**config.mk**
```make
export PLATFORM = sky130hd
export DESIGN_NAME = sobel_frame_ctrl_flat
export DESIGN_NICKNAME = d
export VERILOG_FILES = /design/src/rtl/sobel_pkg.sv /design/src/rtl/sobel_frame_ctrl_if.sv /design/src/rtl/timing_edge_det.sv /design/src/rtl/sobel_frame_ctrl.sv /design/src/flat_wrapper.sv
export SDC_FILE = /design/constraint.sdc
export NUM_CORES = 1
export LEC_CHECK = 0
export BUFFER_PORTS_ARGS = -buffer_cell sky130_fd_sc_hd__buf_4
export CORE_MARGIN = 3
export CORE_UTILIZATION = 40
export DETAILED_ROUTE_END_ITERATION = 6
export PLACE_DENSITY = 0.56
export SLEW_MARGIN = 0
export SYNTH_ARGS = -nofsm -noshare
export SYNTH_HDL_FRONTEND = slang
export SYNTH_SLANG_ARGS = --single-unit
```
**constraint.sdc**
```tcl
create_clock -name clk -period 7.85 [get_ports clk]
set_input_delay 2.355 -clock clk [delete_from_list [all_inputs] [get_ports clk]]
set_output_delay 2.355 -clock clk [all_outputs]
set_load 0.1 [all_outputs]
```
**src/rtl/sobel_pkg.sv**
```systemverilog
// Shared definitions for the Sobel frame controller and its helpers.
// Holds the geometry limits, counter width, the mode encodings used by the
// output mux and the frame-controller state type.
package sobel_pkg;

  localparam int MAX_LINE_WIDTH = 2100;
  localparam int MAX_LINES      = 2047;
  localparam int CNT_W          = 12;
  localparam int MIN_DIM        = 3;

  typedef enum logic [1:0] {
    MODE_BYPASS     = 2'b00,
    MODE_EDGE       = 2'b01,
    MODE_EDGE_BLACK = 2'b10
  } mode_t;

  typedef enum logic [1:0] {
    IDLE    = 2'b00,
    MEASURE = 2'b01,
    LOCKED  = 2'b10
  } state_t;

  // The reserved encoding 11 falls back to bypass.
  function automatic mode_t sanitize_mode(input logic [1:0] m);
    case (m)
      2'b01:   return MODE_EDGE;
      2'b10:   return MODE_EDGE_BLACK;
      default: return MODE_BYPASS;
    endcase
  endfunction

endpackage

```
**src/rtl/sobel_frame_ctrl_if.sv**
```systemverilog
// Video timing and status bundle for sobel_frame_ctrl.
// master: timing source (drives hsync/vsync/de/mode_req, observes status).
// slave : frame controller (observes timing, drives mode_out/locked/geometry/counters).
interface sobel_frame_ctrl_if;
  import sobel_pkg::*;

  logic             hsync;
  logic             vsync;
  logic             de;
  logic [1:0]       mode_req;
  logic [1:0]       mode_out;
  logic             locked;
  logic [CNT_W-1:0] line_width;
  logic [CNT_W-1:0] frame_lines;
  logic             width_err;
  logic [CNT_W-1:0] x_cnt;
  logic [CNT_W-1:0] y_cnt;

  modport master (
    output hsync, vsync, de, mode_req,
    input  mode_out, locked, line_width, frame_lines, width_err, x_cnt, y_cnt
  );

  modport slave (
    input  hsync, vsync, de, mode_req,
    output mode_out, locked, line_width, frame_lines, width_err, x_cnt, y_cnt
  );

endinterface

```
**src/rtl/timing_edge_det.sv**
```systemverilog
// Registers vsync and de and flags the vsync rising edge and the de falling
// edge in the cycle the new level is sampled.
// Ports: clk, rst (sync, active-low), vsync, de in; vs_rise, de_fall out.
module timing_edge_det (
  input  logic clk,
  input  logic rst,
  input  logic vsync,
  input  logic de,
  output logic vs_rise,
  output logic de_fall
);

  logic vsync_d, vsync_q;
  logic de_d, de_q;

  always_comb begin
    vsync_d = vsync;
    de_d    = de;
  end

  always_ff @(posedge clk) begin
    if (!rst) begin
      vsync_q <= 1'b0;
      de_q    <= 1'b0;
    end else begin
      vsync_q <= vsync_d;
      de_q    <= de_d;
    end
  end

  assign vs_rise = vsync & ~vsync_q;
  assign de_fall = ~de & de_q;

endmodule

```
**src/rtl/sobel_frame_ctrl.sv**
```systemverilog
// Frame-level controller for the Sobel pipeline: measures line width and
// frame height from de/vsync, locks onto a stable geometry and applies the
// requested mode only at frame boundaries while locked.
// Ports: clk, rst (sync, active-low), bus (slave side of sobel_frame_ctrl_if).
//
// state   | meaning
// IDLE    | after reset, waiting for the first frame boundary
// MEASURE | measuring geometry, waiting for one good frame
// LOCKED  | geometry stable, edge modes applied
module sobel_frame_ctrl
  import sobel_pkg::*;
(
  input  logic               clk,
  input  logic               rst,
  sobel_frame_ctrl_if.slave  bus
);

  localparam logic [CNT_W-1:0] X_MAX = CNT_W'(MAX_LINE_WIDTH);
  localparam logic [CNT_W-1:0] Y_MAX = CNT_W'(MAX_LINES);
  localparam logic [CNT_W-1:0] D_MIN = CNT_W'(MIN_DIM);

  logic vs_rise, de_fall;

  timing_edge_det u_edge_det (
    .clk     (clk),
    .rst     (rst),
    .vsync   (bus.vsync),
    .de      (bus.de),
    .vs_rise (vs_rise),
    .de_fall (de_fall)
  );

  state_t           state_d, state_q;
  mode_t            mode_d, mode_q;
  logic [CNT_W-1:0] x_cnt_d, x_cnt_q;
  logic [CNT_W-1:0] y_cnt_d, y_cnt_q;
  logic [CNT_W-1:0] line_width_d, line_width_q;
  logic [CNT_W-1:0] frame_lines_d, frame_lines_q;
  logic [CNT_W-1:0] ref_w_d, ref_w_q;
  logic [CNT_W-1:0] ref_h_d, ref_h_q;
  logic             width_err_d, width_err_q;

  // Geometry of the closing frame, including a line that ends in the same
  // cycle as the vsync rise.
  logic [CNT_W-1:0] y_inc, y_eff, w_eff;
  logic             frame_good, geom_match;

  assign y_inc      = (y_cnt_q == Y_MAX) ? y_cnt_q : y_cnt_q + 1'b1;
  assign y_eff      = de_fall ? y_inc : y_cnt_q;
  assign w_eff      = de_fall ? x_cnt_q : line_width_q;
  assign frame_good = !width_err_q && (w_eff >= D_MIN) && (y_eff >= D_MIN);
  assign geom_match = (w_eff == ref_w_q) && (y_eff == ref_h_q);

  always_comb begin
    state_d       = state_q;
    mode_d        = mode_q;
    x_cnt_d       = x_cnt_q;
    y_cnt_d       = y_cnt_q;
    line_width_d  = line_width_q;
    frame_lines_d = frame_lines_q;
    ref_w_d       = ref_w_q;
    ref_h_d       = ref_h_q;
    width_err_d   = width_err_q;

    if (bus.de) begin
      if (x_cnt_q == X_MAX) width_err_d = 1'b1;
      else                  x_cnt_d     = x_cnt_q + 1'b1;
    end

    if (de_fall) begin
      line_width_d = x_cnt_q;
      x_cnt_d      = '0;
      y_cnt_d      = y_inc;
    end

    if (vs_rise) begin
      frame_lines_d = y_eff;
      // A de cycle on the vsync rise is pixel 0 of the new frame.
      x_cnt_d       = bus.de ? CNT_W'(1) : '0;
      y_cnt_d       = '0;
      width_err_d   = 1'b0;

      case (state_q)
        IDLE:    state_d = MEASURE;
        MEASURE: begin
          if (frame_good) begin
            state_d = LOCKED;
            ref_w_d = w_eff;
            ref_h_d = y_eff;
          end
        end
        LOCKED:  if (!(frame_good && geom_match)) state_d = MEASURE;
        default: state_d = IDLE;
      endcase

      mode_d = (state_d == LOCKED) ? sanitize_mode(bus.mode_req) : MODE_BYPASS;
    end
  end

  always_ff @(posedge clk) begin
    if (!rst) begin
      state_q       <= IDLE;
      mode_q        <= MODE_BYPASS;
      x_cnt_q       <= '0;
      y_cnt_q       <= '0;
      line_width_q  <= '0;
      frame_lines_q <= '0;
      ref_w_q       <= '0;
      ref_h_q       <= '0;
      width_err_q   <= 1'b0;
    end else begin
      state_q       <= state_d;
      mode_q        <= mode_d;
      x_cnt_q       <= x_cnt_d;
      y_cnt_q       <= y_cnt_d;
      line_width_q  <= line_width_d;
      frame_lines_q <= frame_lines_d;
      ref_w_q       <= ref_w_d;
      ref_h_q       <= ref_h_d;
      width_err_q   <= width_err_d;
    end
  end

  assign bus.mode_out    = mode_q;
  assign bus.locked      = (state_q == LOCKED);
  assign bus.line_width  = line_width_q;
  assign bus.frame_lines = frame_lines_q;
  assign bus.width_err   = width_err_q;
  assign bus.x_cnt       = x_cnt_q;
  assign bus.y_cnt       = y_cnt_q;

endmodule

```
**src/flat_wrapper.sv**
```systemverilog
// flat-port wrapper written by rule: the top's interface ports become plain ports
module sobel_frame_ctrl_flat import sobel_pkg::*;
  (clk, rst, bus_hsync, bus_vsync, bus_de, bus_mode_req, bus_mode_out, bus_locked, bus_line_width, bus_frame_lines, bus_width_err, bus_x_cnt, bus_y_cnt);
  sobel_frame_ctrl_if bus_i ();
  input  logic clk;
  input  logic rst;
  input wire logic [$bits(bus_i.hsync)-1:0] bus_hsync;
  input wire logic [$bits(bus_i.vsync)-1:0] bus_vsync;
  input wire logic [$bits(bus_i.de)-1:0] bus_de;
  input wire logic [$bits(bus_i.mode_req)-1:0] bus_mode_req;
  output wire logic [$bits(bus_i.mode_out)-1:0] bus_mode_out;
  output wire logic [$bits(bus_i.locked)-1:0] bus_locked;
  output wire logic [$bits(bus_i.line_width)-1:0] bus_line_width;
  output wire logic [$bits(bus_i.frame_lines)-1:0] bus_frame_lines;
  output wire logic [$bits(bus_i.width_err)-1:0] bus_width_err;
  output wire logic [$bits(bus_i.x_cnt)-1:0] bus_x_cnt;
  output wire logic [$bits(bus_i.y_cnt)-1:0] bus_y_cnt;
  assign bus_i.hsync = bus_hsync;
  assign bus_i.vsync = bus_vsync;
  assign bus_i.de = bus_de;
  assign bus_i.mode_req = bus_mode_req;
  assign bus_mode_out = bus_i.mode_out;
  assign bus_locked = bus_i.locked;
  assign bus_line_width = bus_i.line_width;
  assign bus_frame_lines = bus_i.frame_lines;
  assign bus_width_err = bus_i.width_err;
  assign bus_x_cnt = bus_i.x_cnt;
  assign bus_y_cnt = bus_i.y_cnt;
  sobel_frame_ctrl u_core (.clk(clk), .rst(rst), .bus(bus_i));
endmodule
```
# Word level (Yosys, flattened, before mapping)
# Cells that the tools add are included.
# word_totals
ff_bits	79
latchBits	0
mem_bits_rw	0
mem_bits_ro	0
out_inout_bits	52
memories	0
# op_classes
n_addsub	2
mul	0
n_div	0
n_lt_le_gt_ge	2
eq_ne	10
shift	0
muxes	14
bitwise	5
reduce_logical	11
# ops
operator	n
two-way mux 12 bit	7
adder 12 x 1 -> 12 bit (second input constant)	2
== test 12 bit	2
>= comparator 12 x 2 -> 1 bit (second input constant)	2
== test 12 x 11 -> 1 bit (second input constant)	1
== test 12 bit (second input constant)	1
two-way mux 2 bit	4
== test 2 bit (second input constant)	3
case mux 2 bit (3 select lines)	1
== test 2 x 1 -> 1 bit (second input constant)	2
logical AND 1 bit	4
case mux 2 bit (2 select lines)	1
AND reduction 2 bit	2
!= test 3 x 2 -> 1 bit (second input constant)	1
inverter 1 bit	3
AND reduction 3 bit	1
nonzero test 3 bit	1
bitwise AND 1 bit	2
zero test 2 bit	1
OR reduction 2 bit	1
zero test 1 bit	1
two-way mux 1 bit	1

# Longest topological paths before layout
# depth
word_depth	12
mapped_depth	12

# Cells and area by module
# From an unflattened synthesis, not the netlist that was laid out.
# hier_totals
hier_cells	466
area_unflattened_um2	4108.9
# modules_own_cells
module	n_inst	cells_per_inst	area_per_inst_um2	seq_area_each_um2
sobel_frame_ctrl	1	460	4040.1	1541.5
timing_edge_det	1	6	68.8	40.0

# Worst setup path before layout
# Ideal clock, no wire load.
# synth_timing
path_type	input-to-reg
startpoint	input port bus_de
endpoint	register u_core.ref_h_q[11]
setup_ns	0.116
arrival_time_ns	4.483
t_required_ns	7.734
slack_ns	3.251
cell_stages	9
path_cell_list	nand4b_1 nor3_1 mux2i_1 a21bo_1 o41ai_2 nor3_1 buf_6 buf_6 o211a_1
# synth_via
elab_chain_len	7
# synth_lines
element	line	rtl
start: declaration	flat_wrapper.sv:9	input wire logic [$bits(bus_i.de)-1:0] bus_de;
inverter 1 bit (*)	timing_edge_det.sv:32	assign de_fall = ~de & de_q;
bitwise AND 1 bit (*)	timing_edge_det.sv:32	
two-way mux 12 bit	sobel_frame_ctrl.sv:50	assign w_eff = de_fall ? x_cnt_q : line_width_q;
>= comparator 12 x 2 -> 1 bit	sobel_frame_ctrl.sv:51	assign frame_good = !width_err_q && (w_eff >= D_MIN) && (y_eff >= D_MIN);
logical AND 1 bit (2 in a row)	sobel_frame_ctrl.sv:51	
AND reduction 3 bit (no line)	--	
end signal: assignment	sobel_frame_ctrl.sv:119	ref_h_q <= ref_h_d;
end: declaration	sobel_frame_ctrl.sv:40	logic [CNT_W-1:0] ref_h_d, ref_h_q;
# Every way passes the cells marked *; elsewhere a longest branch is shown, timed or not.
# A chain may end at the register's enable or synchronous reset.

# Final worst setup path
# layout_timing
startpoint	input port bus_de
endpoint	register u_core.ref_h_q[8]
# The elaborated chain is that of the path after synthesis.

==> results.py <==
metrics = {
    "floorplan": {
        "die-area_sq_um": 11560,
        "rows": 36,
        "chipHeight_um": 107.5,
        "io_pins": 59,
        "coreArea_sq_um": 9910,
        "die_w_um": 107.5,
        "initial_core_util": 0.4162,
    },
    "clocking": {
        "cts.clk_slew.worst_paths_ps": 80,
        "clock_latency_ps": 350,
        "cts_tree": "built",
        "cts-htree-levels": 3,
        "cts_setup_buffers": 0,
        "ctsHoldBuffers": 0,
        "clock-sinks": 79,
        "cts-root-buf": "clkbuf_8",
        "cts.repair.resized": 0,
        "cts_buffer_depth": 2,
        "numCtsBuffers": 9,
    },
    "worst_setup_path": {
        "r2r-end": "u_core.ref_h_q[8]",
        "cp-start-kind": "primary input",
        "cp_top_family": "simple AND/OR/NAND/NOR gates",
        "crit_cells": 10,
        "path_cells": "buf_4 -> nand4b_1 -> nor3_1 -> mux2i_1 -> a21bo_1 -> o41ai_2 -> nor3_2 -> buf_4 -> mux2i_1 -> and2_1",
        "crit_start": "bus_de",
        "critPathBufInv": 2,
        "critPathMaxStageDelay_ps": 520,
        "path_class": "primary input to flip-flop",
        "reg2reg_depth": 9,
        "timing.rr.start": "u_core.bus.y_cnt[2]",
        "r2r_slack_ps": 4170,
        "arrival_ps": 5190,
        "cp_max_fo": 47,
        "worst_setup_path_end_kind": "flip-flop",
        "slowest_stage": "o41ai_2",
        "endpoint": "u_core.ref_h_q[8]",
        "required_ps": 8100,
    },
    "timing": {
        "fin_crit_sh": 0.6290,
        "clock.fmax_mhz": 202.5,
        "max-slew-margin-rel": 0.5287,
        "maxSlewViolCount": 0,
        "rsz0062_at_grt": "no",
        "tns_ps": 0,
        "setup_viol": 0,
        "tightestPinTransition_ps": 706.9,
        "fin_crit_ps": 4938,
        "clock-skew-final_ps": 8.936,
        "hold_viol_final": 0,
    },
    "cells_and_area": {
        "drive_gt1_frac": 0.1541,
        "utilization": 0.4883,
        "area_delta_synth_final_pct": 17.32,
        "antenna-diode-count": 0,
        "layout.nets": 563,
    },
    "routing": {
        "detail_route.first_pass.iterations": 5,
        "wl_per_cell_um": 17.12,
        "routed_wl_um": 11830,
        "vias": 3900,
        "drtIter0Drc": 181,
        "drcViolationCount": 0,
        "drtAntennaViolNets": 0,
        "vias_per_cell": 5.644,
    },
    "job": {
        "drv_cap": 0,
    },
    "grt": {
        "grt_pass1_wl_um": 19240,
        "antenna_found_initial": 0,
        "track_usage": 0.2101,
        "overflow": 0,
        "grt_max_degree": 52,
        "grt_pass1_vias": 3659,
    },
    "synthesis": {
        "synth_fp_nets": 523,
        "ys_ff_latch": 79,
        "synth_seq_area_share": 0.3835,
        "synth_cell_type_count": 67,
        "syn_area_sq_um": 4124,
        "synth_edf_count": 0,
        "async_flop_share": 0,
        "synth_largest_area_cell": "dfxtp_1",
        "synth_cells": 513,
        "ys_warn_count": 0,
        "synth_top_flop_cell": "dfxtp_1",
        "synth.avg_cell_area_sq_um": 8.039,
        "yosys.area.top_type_share": 0.3835,
        "yosys-top-cells-area": "dfxtp_1 38%, nand2_1 7.8%, o21ai_0 3.6%",
    },
    "place": {
        "place_congestion": 0.9200,
        "port_buffers": 57,
        "dp_hpwl_um": 8438,
    },
    "min_path": {
        "min_path_type": "flip-flop to flip-flop",
    },
    "power": {
        "powerDensity_nw_per_um2": 174.3,
        "ir_worst_vdd_mv": 0.1157,
        "power.leakage_nw": 1.874,
    },
    "outcome": {
        "status": "complete, no violations",
    },
}
## registers in the layout, summed over array words and instances, names as in the netlist
register,flops
u_core.bus.line_width,12
u_core.bus.frame_lines,12
u_core.u_edge_det.de_q,1
u_core.bus.mode_out,2
u_core.bus.width_err,1
u_core.bus.y_cnt,12
u_core.bus.x_cnt,12
u_core.ref_h_q,12
u_core.state_q,2
u_core.ref_w_q,12
u_core.u_edge_det.vsync_q,1
## power by group
part | internal [W] | switching, W | total (W) | leakage [nW]
registers | 0.000402 | 0.00000341 | 0.000406 | 0.637
logic | 0.0000124 | 0.0000309 | 0.0000434 | 1.11
clock network | 0.000243 | 0.000151 | 0.000394 | 0.126
total | 0.000658 | 0.000186 | 0.000843 | 1.87
## layout make-up
cell class	instances	area, sq um
sequential	79	1582
clock inverter	6	132.6
multi-input combinational	384	2308
timing repair buffer	60	450.4
clock buffer	10	127.6
fill	1011	5071
inverter	19	71.32
tap	133	166.4
## cells in the final DEF (no fill, tap or decap), types with 3 or more instances in the layout
master,synthesis,layout
nand2_1,86,86
dfxtp_1,79,79
buf_4,3,60
nor2_1,30,30
o21ai_0,30,30
nand3_1,22,22
a21oi_1,22,22
inv_1,19,19
nor2b_1,15,15
xnor2_1,15,15
o21ai_1,14,14
nand2b_1,13,13
a21boi_0,11,11
nor3_1,11,10
nor4_1,9,9
clkbuf_8,0,9
nand4_1,8,8
and3_1,8,8
nand3b_1,5,5
mux2i_1,5,5
a311oi_1,5,5
a2111oi_0,5,5
and2_1,4,4
a21o_1,4,4
o211a_1,4,4
xor2_1,4,4
bufinv_16,0,4
o2111ai_1,3,3
o22ai_1,3,3
o31ai_1,3,3
or3_1,3,3
ha_1,3,3
## stage by stage
| stage | hold WS [ps] | instances | setup WS, ps | instance area (sq um) | total power, W |
|---|---|---|---|---|---|
| final | 452.5 | 691 | 2912 | 4838 | 0.0008434 |
| after global routing | 484.8 | 691 | 2723 | 4838 | 0.0008696 |
| after floorplan | 440.8 | 513 | 3251 | 4124 | 0.0004460 |
| after CTS | 456.5 | 691 | 2906 | 4838 | 0.0008514 |
| after global placement | 436.7 | 675 | 2555 | 4578 | 0.0004586 |
| after detailed placement | 445.3 | 675 | 2540 | 4578 | 0.0004587 |
## tightest hold or removal path: cells and delay by family, from the launching register on
kind	cells	cell delay [ps]
compound gates	1	50
flops	1	320
simple gates	1	50
## worst min-delay path by stage
stage / start / to / slack (ps) / cells after the start
global route: u_core.bus.mode_out[1] / u_core.bus.mode_out[1] / 480 / 2
finish: u_core.bus.mode_out[1] / u_core.bus.mode_out[1] / 450 / 2
detailed placement: u_core.bus.mode_out[1] / u_core.bus.mode_out[1] / 450 / 2
floorplan: u_core.ref_h_q[2] / u_core.ref_h_q[2] / 440 / 2
global placement: u_core.bus.frame_lines[9] / u_core.bus.frame_lines[9] / 440 / 2
CTS: u_core.bus.mode_out[1] / u_core.bus.mode_out[1] / 460 / 2
## synth_stat cells (all sizes together), types with 2 or more instances
cell type / n
or4: 3
nor3: 12
or3: 3
o2111ai: 3
nand4: 8
o211a: 4
dfxtp: 79
o22ai: 3
o31ai: 4
a2111oi: 5
nor2b: 15
a21boi: 11
buf: 16
and4: 2
a2bb2oi: 2
o2bb2ai: 2
a21oi: 22
clkbuf: 15
xor2: 4
o21ai: 44
nand3: 22
mux2i: 6
a221oi: 2
o2111a: 2
nor4: 10
nand2b: 13
and3: 8
inv: 19
nand3b: 5
nand2: 87
nor2: 30
xnor2: 15
ha: 3
a31oi: 2
and2: 4
a311oi: 5
a21o: 4
## cell families (layout without fill, tap and decap cells)
group / after synthesis / in the layout / share of synthesized area
AO/OA/AOI/OAI: 128 / 128 / 0.2127
flip-flops: 79 / 79 / 0.3835
multiplexers: 7 / 7 / 0.02033
adder cells (fa/ha/maj): 3 / 3 / 0.009103
buffers and inverters: 50 / 95 / 0.05795
XOR/XNOR: 19 / 19 / 0.04035
AND/OR/NAND/NOR: 227 / 227 / 0.2761
## routing by layer
layer | vias up | track usage | share of wire
li1 | 1897 | - | -
met5 | - | 0 | 0
met1 | 1840 | 0.2690 | 0.45
met2 | 148 | 0.3561 | 0.47
met4 | 0 | 0.06673 | 0.014
met3 | 15 | 0.03959 | 0.060
No activity file was read; power rests on OpenSTA's default activity.
